$ cat src/rtl/fs_nand_pkg.sv
// fs_nand_pkg: shared types and the arithmetic reference for the NAND subtractor slice
package fs_nand_pkg;
  typedef logic [1:0] fs_pair_t;
  function automatic fs_pair_t fs_ref(input logic a, input logic b, input logic bin);
    return fs_pair_t'({1'b0, a} - {1'b0, b} - {1'b0, bin});
  endfunction
endpackage

$ cat src/rtl/fs_nand_if.sv
// fs_nand_if: operand, result and status signals of one subtractor slice
interface fs_nand_if;
  logic a;
  logic b;
  logic bin;
  logic diff;
  logic bout;
  logic diff_q;
  logic bout_q;
  logic valid_q;
  logic err_q;
  modport master(output a, b, bin, input diff, bout, diff_q, bout_q, valid_q, err_q);
  modport slave(input a, b, bin, output diff, bout, diff_q, bout_q, valid_q, err_q);
endinterface

$ cat src/rtl/fs_nand_gate.sv
// nand2_gate: single 2-input NAND primitive
module nand2_gate (
  input  logic a,
  input  logic b,
  output logic y
);
  assign y = ~(a & b);
endmodule

$ cat src/rtl/fs_nand.sv
// fs_nand: 1-bit full subtractor from nine NAND2 gates with registered copy and sticky self-check
module fs_nand
  import fs_nand_pkg::*;
(
  input  logic        clk,
  input  logic        rst_n,
  fs_nand_if.slave    bus
);
  logic n1, n2, n3, x1, n4, n5, n6, d, bo;
  nand2_gate u_n1 (.a(bus.a),   .b(bus.b),   .y(n1));
  nand2_gate u_n2 (.a(bus.a),   .b(n1),      .y(n2));
  nand2_gate u_n3 (.a(bus.b),   .b(n1),      .y(n3));
  nand2_gate u_x1 (.a(n2),      .b(n3),      .y(x1));
  nand2_gate u_n4 (.a(x1),      .b(bus.bin), .y(n4));
  nand2_gate u_n5 (.a(x1),      .b(n4),      .y(n5));
  nand2_gate u_n6 (.a(bus.bin), .b(n4),      .y(n6));
  nand2_gate u_df (.a(n5),      .b(n6),      .y(d));
  nand2_gate u_bo (.a(n3),      .b(n6),      .y(bo));
  assign bus.diff = d;
  assign bus.bout = bo;
  always_ff @(posedge clk) begin
    if (!rst_n) begin
      bus.diff_q  <= 1'b0;
      bus.bout_q  <= 1'b0;
      bus.valid_q <= 1'b0;
      bus.err_q   <= 1'b0;
    end else begin
      bus.diff_q  <= d;
      bus.bout_q  <= bo;
      bus.valid_q <= 1'b1;
      bus.err_q   <= bus.err_q | ({bo, d} !== fs_ref(bus.a, bus.b, bus.bin));
    end
  end
endmodule

$ cat src/flat_wrapper.sv
// flat-port wrapper written by rule: the top's interface ports become plain ports
module fs_nand_flat import fs_nand_pkg::*;
  (clk, rst_n, bus_a, bus_b, bus_bin, bus_diff, bus_bout, bus_diff_q, bus_bout_q, bus_valid_q, bus_err_q);
  fs_nand_if bus_i ();
  input  logic clk;
  input  logic rst_n;
  input wire logic [$bits(bus_i.a)-1:0] bus_a;
  input wire logic [$bits(bus_i.b)-1:0] bus_b;
  input wire logic [$bits(bus_i.bin)-1:0] bus_bin;
  output wire logic [$bits(bus_i.diff)-1:0] bus_diff;
  output wire logic [$bits(bus_i.bout)-1:0] bus_bout;
  output wire logic [$bits(bus_i.diff_q)-1:0] bus_diff_q;
  output wire logic [$bits(bus_i.bout_q)-1:0] bus_bout_q;
  output wire logic [$bits(bus_i.valid_q)-1:0] bus_valid_q;
  output wire logic [$bits(bus_i.err_q)-1:0] bus_err_q;
  assign bus_i.a = bus_a;
  assign bus_i.b = bus_b;
  assign bus_i.bin = bus_bin;
  assign bus_diff = bus_i.diff;
  assign bus_bout = bus_i.bout;
  assign bus_diff_q = bus_i.diff_q;
  assign bus_bout_q = bus_i.bout_q;
  assign bus_valid_q = bus_i.valid_q;
  assign bus_err_q = bus_i.err_q;
  fs_nand u_core (.clk(clk), .rst_n(rst_n), .bus(bus_i));
endmodule
$ cat config.mk
export PLATFORM = sky130hd
export DESIGN_NAME = fs_nand_flat
export DESIGN_NICKNAME = d
export VERILOG_FILES = /design/src/rtl/fs_nand_pkg.sv /design/src/rtl/fs_nand_if.sv /design/src/rtl/fs_nand_gate.sv /design/src/rtl/fs_nand.sv /design/src/flat_wrapper.sv
export SDC_FILE = /design/constraint.sdc
export NUM_CORES = 1
export LEC_CHECK = 0
export BUFFER_PORTS_ARGS = -buffer_cell sky130_fd_sc_hd__buf_2
export CAP_MARGIN = 20
export CORE_AREA = 2 2 39 41
export DETAILED_ROUTE_END_ITERATION = 8
export DIE_AREA = 0 0 41 43
export PLACE_DENSITY_LB_ADDON = 0.15
export SKIP_CTS_REPAIR_TIMING = 1
export SLEW_MARGIN = 20
export SYNTH_ARGS = -nofsm -noshare
export SYNTH_HDL_FRONTEND = slang
export SYNTH_SLANG_ARGS = --single-unit
$ cat constraint.sdc
create_clock -name clk -period 1.25 [get_ports clk]
set_clock_uncertainty 0.1 [all_clocks]
set_input_delay 0.25 -clock clk [delete_from_list [all_inputs] [get_ports clk]]
set_output_delay 0.25 -clock clk [all_outputs]
set_load 0.005 [all_outputs]
==> impl_metrics.ini, run 1 <==
[worst_hold_path]
hp-class = in -> reg
worstHoldPathCells = 1

[die]
die_w_um = 41
floorplan.rows = 14
core_sq_um = 1380
pin_count = 11
die_h_um = 43
die_area_sq_um = 1760
start_util_pct = 12.7

[worst_setup_path]
cp.arrival_ns = 1.02
timing.reg2reg.setup_slack_ns = 0.46
rr_worst_depth = 1
crit_family = adder cells
crit_slowest_cell = fa_2
endpoint_kind = primary output
cp.depth = 3
cp_cell_sequence = buf_8 > fa_2 > buf_2
cpPeakStageDelay_ns = 0.56
path_max_fanout = 2
cp.required_ns = 0.90
path_class = in -> out
crit_buf_inv = 2
startpoint_type = input port

[route]
drc = 0
drt_first_pass_iters = 2
vias_per_cell = 3.22
totalWireLength_um = 339
drtAntennaViolNets = 0
drtIter0Drc = 1
post_drt_wl_per_cell_um = 7.37
vias = 148

[clocking]
cts_root_buf = clkbuf_4
insertion_delay_ns = 0.23
clock_sinks = 4
path_clk_slew_ns = 0.04
htree_levels = 1
clockBufferDepth = 2
cts_buffers = 3
cts_tree = built

[logic_synthesis]
ys_ff_latch = 4
synth_top_area_share_pct = 45.4
yosysWarnings = 0
async_flop_share_pct = 0
netlist_area_sq_um = 176
synth_compound_area_share_pct = 4.96
synthCells = 15
yosysSeqAreaShare_pct = 45.4
synth_top_family_by_area = adder cells
synthAdderAreaFrac_pct = 22.7
yosys.area_share.xor_xnor_pct = 9.93
synth-main-ff-cell = dfxtp_1
syn_area_per_cell_sq_um = 11.8
synth_cell_types = 7
synth_area_leaders = dfxtp_1 (45%), fa_1 (23%), xnor2_1 (9.9%)
synthTopCellsByCount = dfxtp_1 (4), inv_1 (4), fa_1 (2), xnor2_1 (2)
postSynthNetCount = 22
synth_edf_count = 0
synth.largest_area_cell = dfxtp_1
synth-simple-area-share_pct = 8.51
synth.mux.area_fraction_pct = 0

[grt]
grt_max_degree = 5
gr-total-overflow = 0
first_global_vias = 136
antenna_found_initial = 0
groute.usage.overall_pct = 4.93
grt_first_pass_wirelength_um = 483

[timing]
hold_viol = 0
finalMaxSlewViolations = 0
finalCritPeriodShare_pct = 110
worstMarginPinSlew_ns = 0.140
whs_ns = 0.0643
slew_headroom_pct = 90.6
rsz0062_at_grt = yes
finalSetupViolations = 3
fmax_mhz = 730
finalWorstSetupSlack_ns = -0.120
period_minus_slack_ns = 1.37

[cells_and_area]
fin_nets = 39
layout.cells.non_filler = 46
fillers = 162
final_layout_size_suffix_gt1_share_pct = 63.3
syn2layout_area_growth_pct = 73.0
antenna_cells = 0

[pwr]
p_per_area_nw_per_um2 = 1270
p_leak_uw = 0.000151
max-vdd-ir-drop_v = 0.000200

[run_status]
status = complete, but fails checks
failed_checks = negative setup slack

[place]
dp_hpwl_um = 274
finalWeightedCongestion = 0.608
placed_cells = 41
portBuffers = 10

[run]
drv_cap = 0
==> path summary, 6_finish.rpt <==
check / start / to
max: bus_a / bus_diff
min reg2reg: u_core.bus.err_q / u_core.bus.err_q
min: rst_n / u_core.bus.valid_q
max reg2reg: u_core.bus.err_q / u_core.bus.err_q
==> placed cells by master (no fill, tap or decap) <==
cell      instances
dfxtp_1           4
inv_2             2
clkbuf_4          3
fa_1              1
o31a_1            1
and2b_2           1
buf_6             1
xnor2_1           2
buf_2             7
fa_2              1
buf_4             3
and2_1            1
inv_1             2
buf_8             1
==> layer usage <==
metal	routed length [um]	vias up	global-route usage [%]
met5	0	-	0
met4	0	0	10.0
met3	65	0	1.57
met2	146	10	5.31
met1	127	65	4.55
li1	-	73	-
==> power by group <==
part	total [uW]	internal (uW)	switching, uW
logic	90.3	55.9	34.4
clock network	154	107	46.8
registers	143	140	3.17
total	387	303	84.4
==> state kept, by name (all words and copies together), names as in the netlist <==
name,flops
u_core.bus.bout_q,1
u_core.bus.err_q,1
u_core.bus.valid_q,1
u_core.bus.diff_q,1
==> logic make-up (layout without fill, tap and decap cells) <==
logic type,count (synthesis),count (layout)
AND/OR/NAND/NOR,2,2
AO/OA/AOI/OAI,1,1
buffers and inverters,4,19
XOR/XNOR,2,2
adder cells (fa/ha/maj),2,2
flip-flops,4,4
==> stage by stage <==
step	power [uW]	cell area, sq um	TNS (ns)	setup WS (ns)	util (%)
5_1_grt	414	305	-0.277	-0.136	22.1
6_report	387	305	-0.197	-0.120	22.1
3_3_place_gp	219	246	-0.575	-0.244	17.8
2_1_floorplan	187	176	-0.117	-0.117	-
3_5_place_dp	220	246	-0.621	-0.253	17.8
4_1_cts	381	269	-0.344	-0.201	19.4
==> cell type report <==
| class | instances | area [sq um] | area share [%] |
|---|---|---|---|
| Timing Repair Buffer | 12 | 83.8 | 27.5 |
| Tap cell | 16 | 20.0 | 6.56 |
| Multi-Input combinational cell | 7 | 83.8 | 27.5 |
| Sequential cell | 4 | 80.1 | 26.2 |
| Clock buffer | 3 | 22.5 | 7.38 |
| Inverter | 4 | 15.0 | 4.92 |
Power figures use the tool's default switching activity.
==> run 2: changes to the inputs <==
--- a/config.mk
+++ b/config.mk
@@ -5,6 +5,7 @@
 export SDC_FILE = /design/constraint.sdc
 export NUM_CORES = 1
 export LEC_CHECK = 0
+export ABC_AREA = 1
 export BUFFER_PORTS_ARGS = -buffer_cell sky130_fd_sc_hd__buf_2
 export CAP_MARGIN = 20
 export CORE_AREA = 2 2 39 41
==> run 2 against run 1 <==
The flow still finishes with violations (negative setup slack). Synthesized cell count rose by 60%. Area after synthesis up 11%. Count of clock-buffer cells in the layout did not move. Register-to-register slack about the same. Via count grew 28%.
==> impl_metrics.ini, run 2 <==
[clocking]
clockBufferDepth = 2
clock_sinks = 4
cts_root_buf = clkbuf_4
insertion_delay_ns = 0.23
cts_tree = built
cts_buffers = 3
path_clk_slew_ns = 0.04
htree_levels = 1

[logic_synthesis]
yosysMostFrequentCell = inv_1
yosysSeqAreaShare_pct = 40.8
async_flop_share_pct = 0
synth.mux.area_fraction_pct = 0
synth_top_family_by_area = adder cells
synth_area_leaders = dfxtp_1 (41%), fa_1 (20%), inv_1 (15%)
synth_edf_count = 0
synth_compound_area_share_pct = 5.73
netlist_area_sq_um = 196
yosysWarnings = 0
postSynthNetCount = 31
synth-main-ff-cell = dfxtp_1
synth-simple-area-share_pct = 15.9
synth.largest_area_cell = dfxtp_1
synthAdderAreaFrac_pct = 20.4
synthCells = 24
yosys.area_share.xor_xnor_pct = 0
synthTopCellsByCount = inv_1 (8), dfxtp_1 (4), nand2_1 (4)
ys_ff_latch = 4
syn_area_per_cell_sq_um = 8.18
synth_top_area_share_pct = 40.8
synth_cell_types = 8

[cells_and_area]
final_layout_size_suffix_gt1_share_pct = 55.0
final_common_cell = buf_2
fin_nets = 49
final_cell_mix = buf_2 (6), inv_1 (5)
antenna_cells = 0
final_area_sq_um = 335
syn2layout_area_growth_pct = 70.7
final_core_util_pct = 24.2

[pwr]
pwr-share-seq_pct = 35.4
pwr-share-clk_pct = 38.0
p_comb_share_pct = 26.6
max-vdd-ir-drop_v = 0.000264
p_int_uw = 306
swShare_pct = 24.0
power.total_uw = 403
p_per_area_nw_per_um2 = 1200
p_leak_uw = 0.000192
p_switching_uw = 96.9

[timing]
finalCritPeriodShare_pct = 111
finalMaxSlewViolations = 0
hold_viol = 0
worstMarginPinSlew_ns = 0.0899
rsz0062_at_grt = yes
slew_headroom_pct = 94.0
fmax_mhz = 724
finalWorstSetupSlack_ns = -0.132
period_minus_slack_ns = 1.38
whs_ns = 0.0607
finalSetupViolations = 2

[route]
drtAntennaViolNets = 0
drt_first_pass_iters = 1
vias_per_cell = 3.39
vias = 190
drc = 0
totalWireLength_um = 402
post_drt_wl_per_cell_um = 7.18
drtIter0Drc = 0

[run_status]
status = complete, but fails checks
failed_checks = negative setup slack

[worst_hold_path]
hp-class = in -> reg
worstHoldPathCells = 1

[worst_setup_path]
endpoint_kind = primary output
crit_buf_inv = 2
cp_cell_sequence = buf_6 > fa_2 > buf_2
startpoint_type = input port
crit_family = adder cells
cpPeakStageDelay_ns = 0.57
cp.arrival_ns = 1.03
path_class = in -> out
cp.required_ns = 0.90
rr_worst_depth = 3
path_max_fanout = 2
crit_slowest_cell = fa_2
cp.depth = 3

[grt]
grt_first_pass_wirelength_um = 558
antenna_found_initial = 0
first_global_vias = 188
grt_max_degree = 4
gr-total-overflow = 0
groute.usage.overall_pct = 5.22

[die]
die_area_sq_um = 1760
die_w_um = 41
floorplan.rows = 14
start_util_pct = 14.2
pin_count = 11
core_sq_um = 1380
die_h_um = 43

[place]
pre_cts_ws_ns = -0.269
finalWeightedCongestion = 0.566
placed_area_sq_um = 274
dp_hpwl_um = 331
portBuffers = 10

[run]
drv_cap = 0
-- run 2: per-stage QoR --
step | std cells | setup TNS, ns
after detailed placement | 51 | -0.610
final | 56 | -0.178
after global placement | 51 | -0.530
after floorplan | 24 | -0.0866
after global routing | 56 | -0.291
after CTS | 54 | -0.359
-- run 2: cell type report --
type	instances	area [sq um]
fill	163	1050
timing repair buffer	13	93.8
multi-input combinational	11	85.1
sequential	4	80.1
inverter	9	33.8
clock buffer	3	22.5
tap	16	20.0
-- run 2: worst reg2reg max path, stage by stage, from the launching register on --
cell and delay, ns:
dfxtp_1 0.30, o21bai_2 0.17, nor2_1 0.08, nor2_1 0.04
-- run 2: metal layers --
| layer | global-route usage, % | up-vias | share of wire [%] |
|---|---|---|---|
| met5 | 0 | - | 0 |
| li1 | - | 97 | - |
| met4 | 8.00 | 0 | 0 |
| met3 | 1.57 | 0 | 11 |
| met2 | 6.88 | 10 | 46 |
| met1 | 4.82 | 83 | 43 |
-- run 2: cells by family after synthesis --
family | after synthesis
compound gates | 1
fa+ha+maj | 2
buf+inv | 9
flops | 4
simple gates | 8
-- run 2: power by group through the flow --
stage	logic, uW	clock network [uW]	registers (uW)
6_report	107	153	143
5_1_grt	121	167	144
4_1_cts	87.6	163	143
3_5_place_dp	87.4	0	144
3_3_place_gp	85.4	0	145
2_1_floorplan	46.6	0	146
-- run 2: path summary, 6_finish.rpt --
kind                         start                 end  slack (ns)
setup / recovery             bus_a            bus_diff       -0.13
hold / removal               rst_n  u_core.bus.valid_q        0.06
setup reg to reg  u_core.bus.err_q    u_core.bus.err_q        0.46
hold reg to reg   u_core.bus.err_q    u_core.bus.err_q        0.45
==> run 3: changes to the inputs <==
--- a/config.mk
+++ b/config.mk
@@ -12,6 +12,7 @@
 export DETAILED_ROUTE_END_ITERATION = 8
 export DIE_AREA = 0 0 41 43
 export PLACE_DENSITY_LB_ADDON = 0.15
+export REMOVE_ABC_BUFFERS = 1
 export SKIP_CTS_REPAIR_TIMING = 1
 export SLEW_MARGIN = 20
 export SYNTH_ARGS = -nofsm -noshare
==> run 3 against run 2 <==
Combinational power is 4% lower. Design area decreased by 0.75%. Count of clock-buffer cells in the layout stayed put. Utilization fell by 0.18 points. Setup slack worse by 0.018 ns. Critical path depth increased by 1. Register-to-register slack worse by 0.02 ns. Global-route usage decreased by 0.30 points. The run still ends with negative setup slack left. Critical endpoint unchanged. Via count decreased by 1.1%. Sequential cell count unchanged.
==> impl_metrics.ini, run 3 (synthesis gave the netlist of run 2 again) <==
[run_status]
status = complete, but fails checks
failed_checks = negative setup slack

[die]
pin_count = 11
floorplan.rows = 14
die_area_sq_um = 1760
start_util_pct = 14.2
core_sq_um = 1380
die_h_um = 43
die_w_um = 41

[place]
dp_hpwl_um = 329
placed_area_sq_um = 274
finalWeightedCongestion = 0.569
pre_cts_ws_ns = -0.282
portBuffers = 10

[worst_setup_path]
cpPeakStageDelay_ns = 0.57
cp.arrival_ns = 1.05
path_max_fanout = 3
startpoint_type = input port
path_class = in -> out
endpoint_kind = primary output
crit_slowest_cell = fa_2
cp.required_ns = 0.90
cp_cell_sequence = buf_8 > inv_4 > fa_2 > buf_2

[run]
drv_cap = 0

[timing]
finalSetupViolations = 3
hold_viol = 0
slew_headroom_pct = 94.0
rsz0062_at_grt = yes
finalCritPeriodShare_pct = 112
period_minus_slack_ns = 1.40
fmax_mhz = 715
finalWorstSetupSlack_ns = -0.149
worstMarginPinSlew_ns = 0.0897
finalMaxSlewViolations = 0

[pwr]
p_leak_uw = 0.000191
p_comb_share_pct = 25.9
swShare_pct = 24.0
max-vdd-ir-drop_v = 0.000235
p_switching_uw = 95.8
power.total_uw = 400
pwr-share-seq_pct = 35.8
p_per_area_nw_per_um2 = 1200
pwr-share-clk_pct = 38.4
p_int_uw = 304

[clocking]
cts_tree = built
clockBufferDepth = 2
cts_root_buf = clkbuf_4
htree_levels = 1
clock_sinks = 4
insertion_delay_ns = 0.23
path_clk_slew_ns = 0.03
cts_buffers = 3

[cells_and_area]
final_common_cell = buf_2
antenna_cells = 0
fin_nets = 49
syn2layout_area_growth_pct = 69.4
final_cell_mix = buf_2 (8), inv_1 (5), nand2_1 (4), dfxtp_1 (4)
final_layout_size_suffix_gt1_share_pct = 55.0
final_area_sq_um = 333

[route]
vias_per_cell = 3.36
vias = 188
totalWireLength_um = 390
drt_first_pass_iters = 4
drtIter0Drc = 4
post_drt_wl_per_cell_um = 6.96
drtAntennaViolNets = 0
drc = 0

[grt]
groute.usage.overall_pct = 4.92
antenna_found_initial = 0
grt_max_degree = 4
gr-total-overflow = 0
grt_first_pass_wirelength_um = 552
first_global_vias = 187

[worst_hold_path]
hp-class = in -> reg
run 3: cell counts in the layout (fill, tap and decap cells not counted):
No cell type changed its count.
run 3: final cells by class:
class,instances,area [sq um]
Clock buffer,3,22.5
Fill cell,168,1050
Multi-Input combinational cell,11,85.1
Tap cell,16,20.0
Sequential cell,4,80.1
Inverter,9,36.3
Timing Repair Buffer,13,88.8
run 3: worst max-delay path, delay by kind of cell:
family / cells / cell delay (ns)
buffers and inverters: 3 / 0.23
adder cells (fa/ha/maj): 1 / 0.57
run 3: final timing paths:
path | start | to | slack (ns) | cells past startpoint
setup reg to reg | u_core.bus.err_q | u_core.bus.err_q | 0.44 | 3
hold reg to reg | u_core.bus.err_q | u_core.bus.err_q | 0.46 | 3
hold / removal | rst_n | u_core.bus.valid_q | 0.05 | 1
setup / recovery | bus_bin | bus_diff | -0.15 | 4
run 3: power by group through the flow:
stage                     logic [uW]  clock network [uW]  registers, uW
after global routing             118                 167            144
after floorplan                 46.7                   0            146
after CTS                       86.2                 164            143
after detailed placement        86.1                   0            145
after global placement          85.0                   0            145
final                            103                 153            143
run 3: through the flow:
stage | TNS (ns) | hold slack (ns) | cells | utilization [%]
after floorplan | -0.121 | 0.178 | 24 | -
after global placement | -0.640 | 0.291 | 51 | 19.8
after detailed placement | -0.702 | 0.285 | 51 | 19.8
after CTS | -0.419 | 0.0431 | 54 | 21.4
after global routing | -0.329 | 0.0488 | 56 | 24.1
final | -0.231 | 0.0540 | 56 | 24.1
run 3: per-layer routing:
metal | track usage, % | vias up | part of all wire [%]
met5 | 0 | - | 0
met3 | 2.62 | 0 | 19
met2 | 6.88 | 10 | 44
met1 | 4.19 | 78 | 37
li1 | - | 100 | -
met4 | 6.00 | 0 | 0
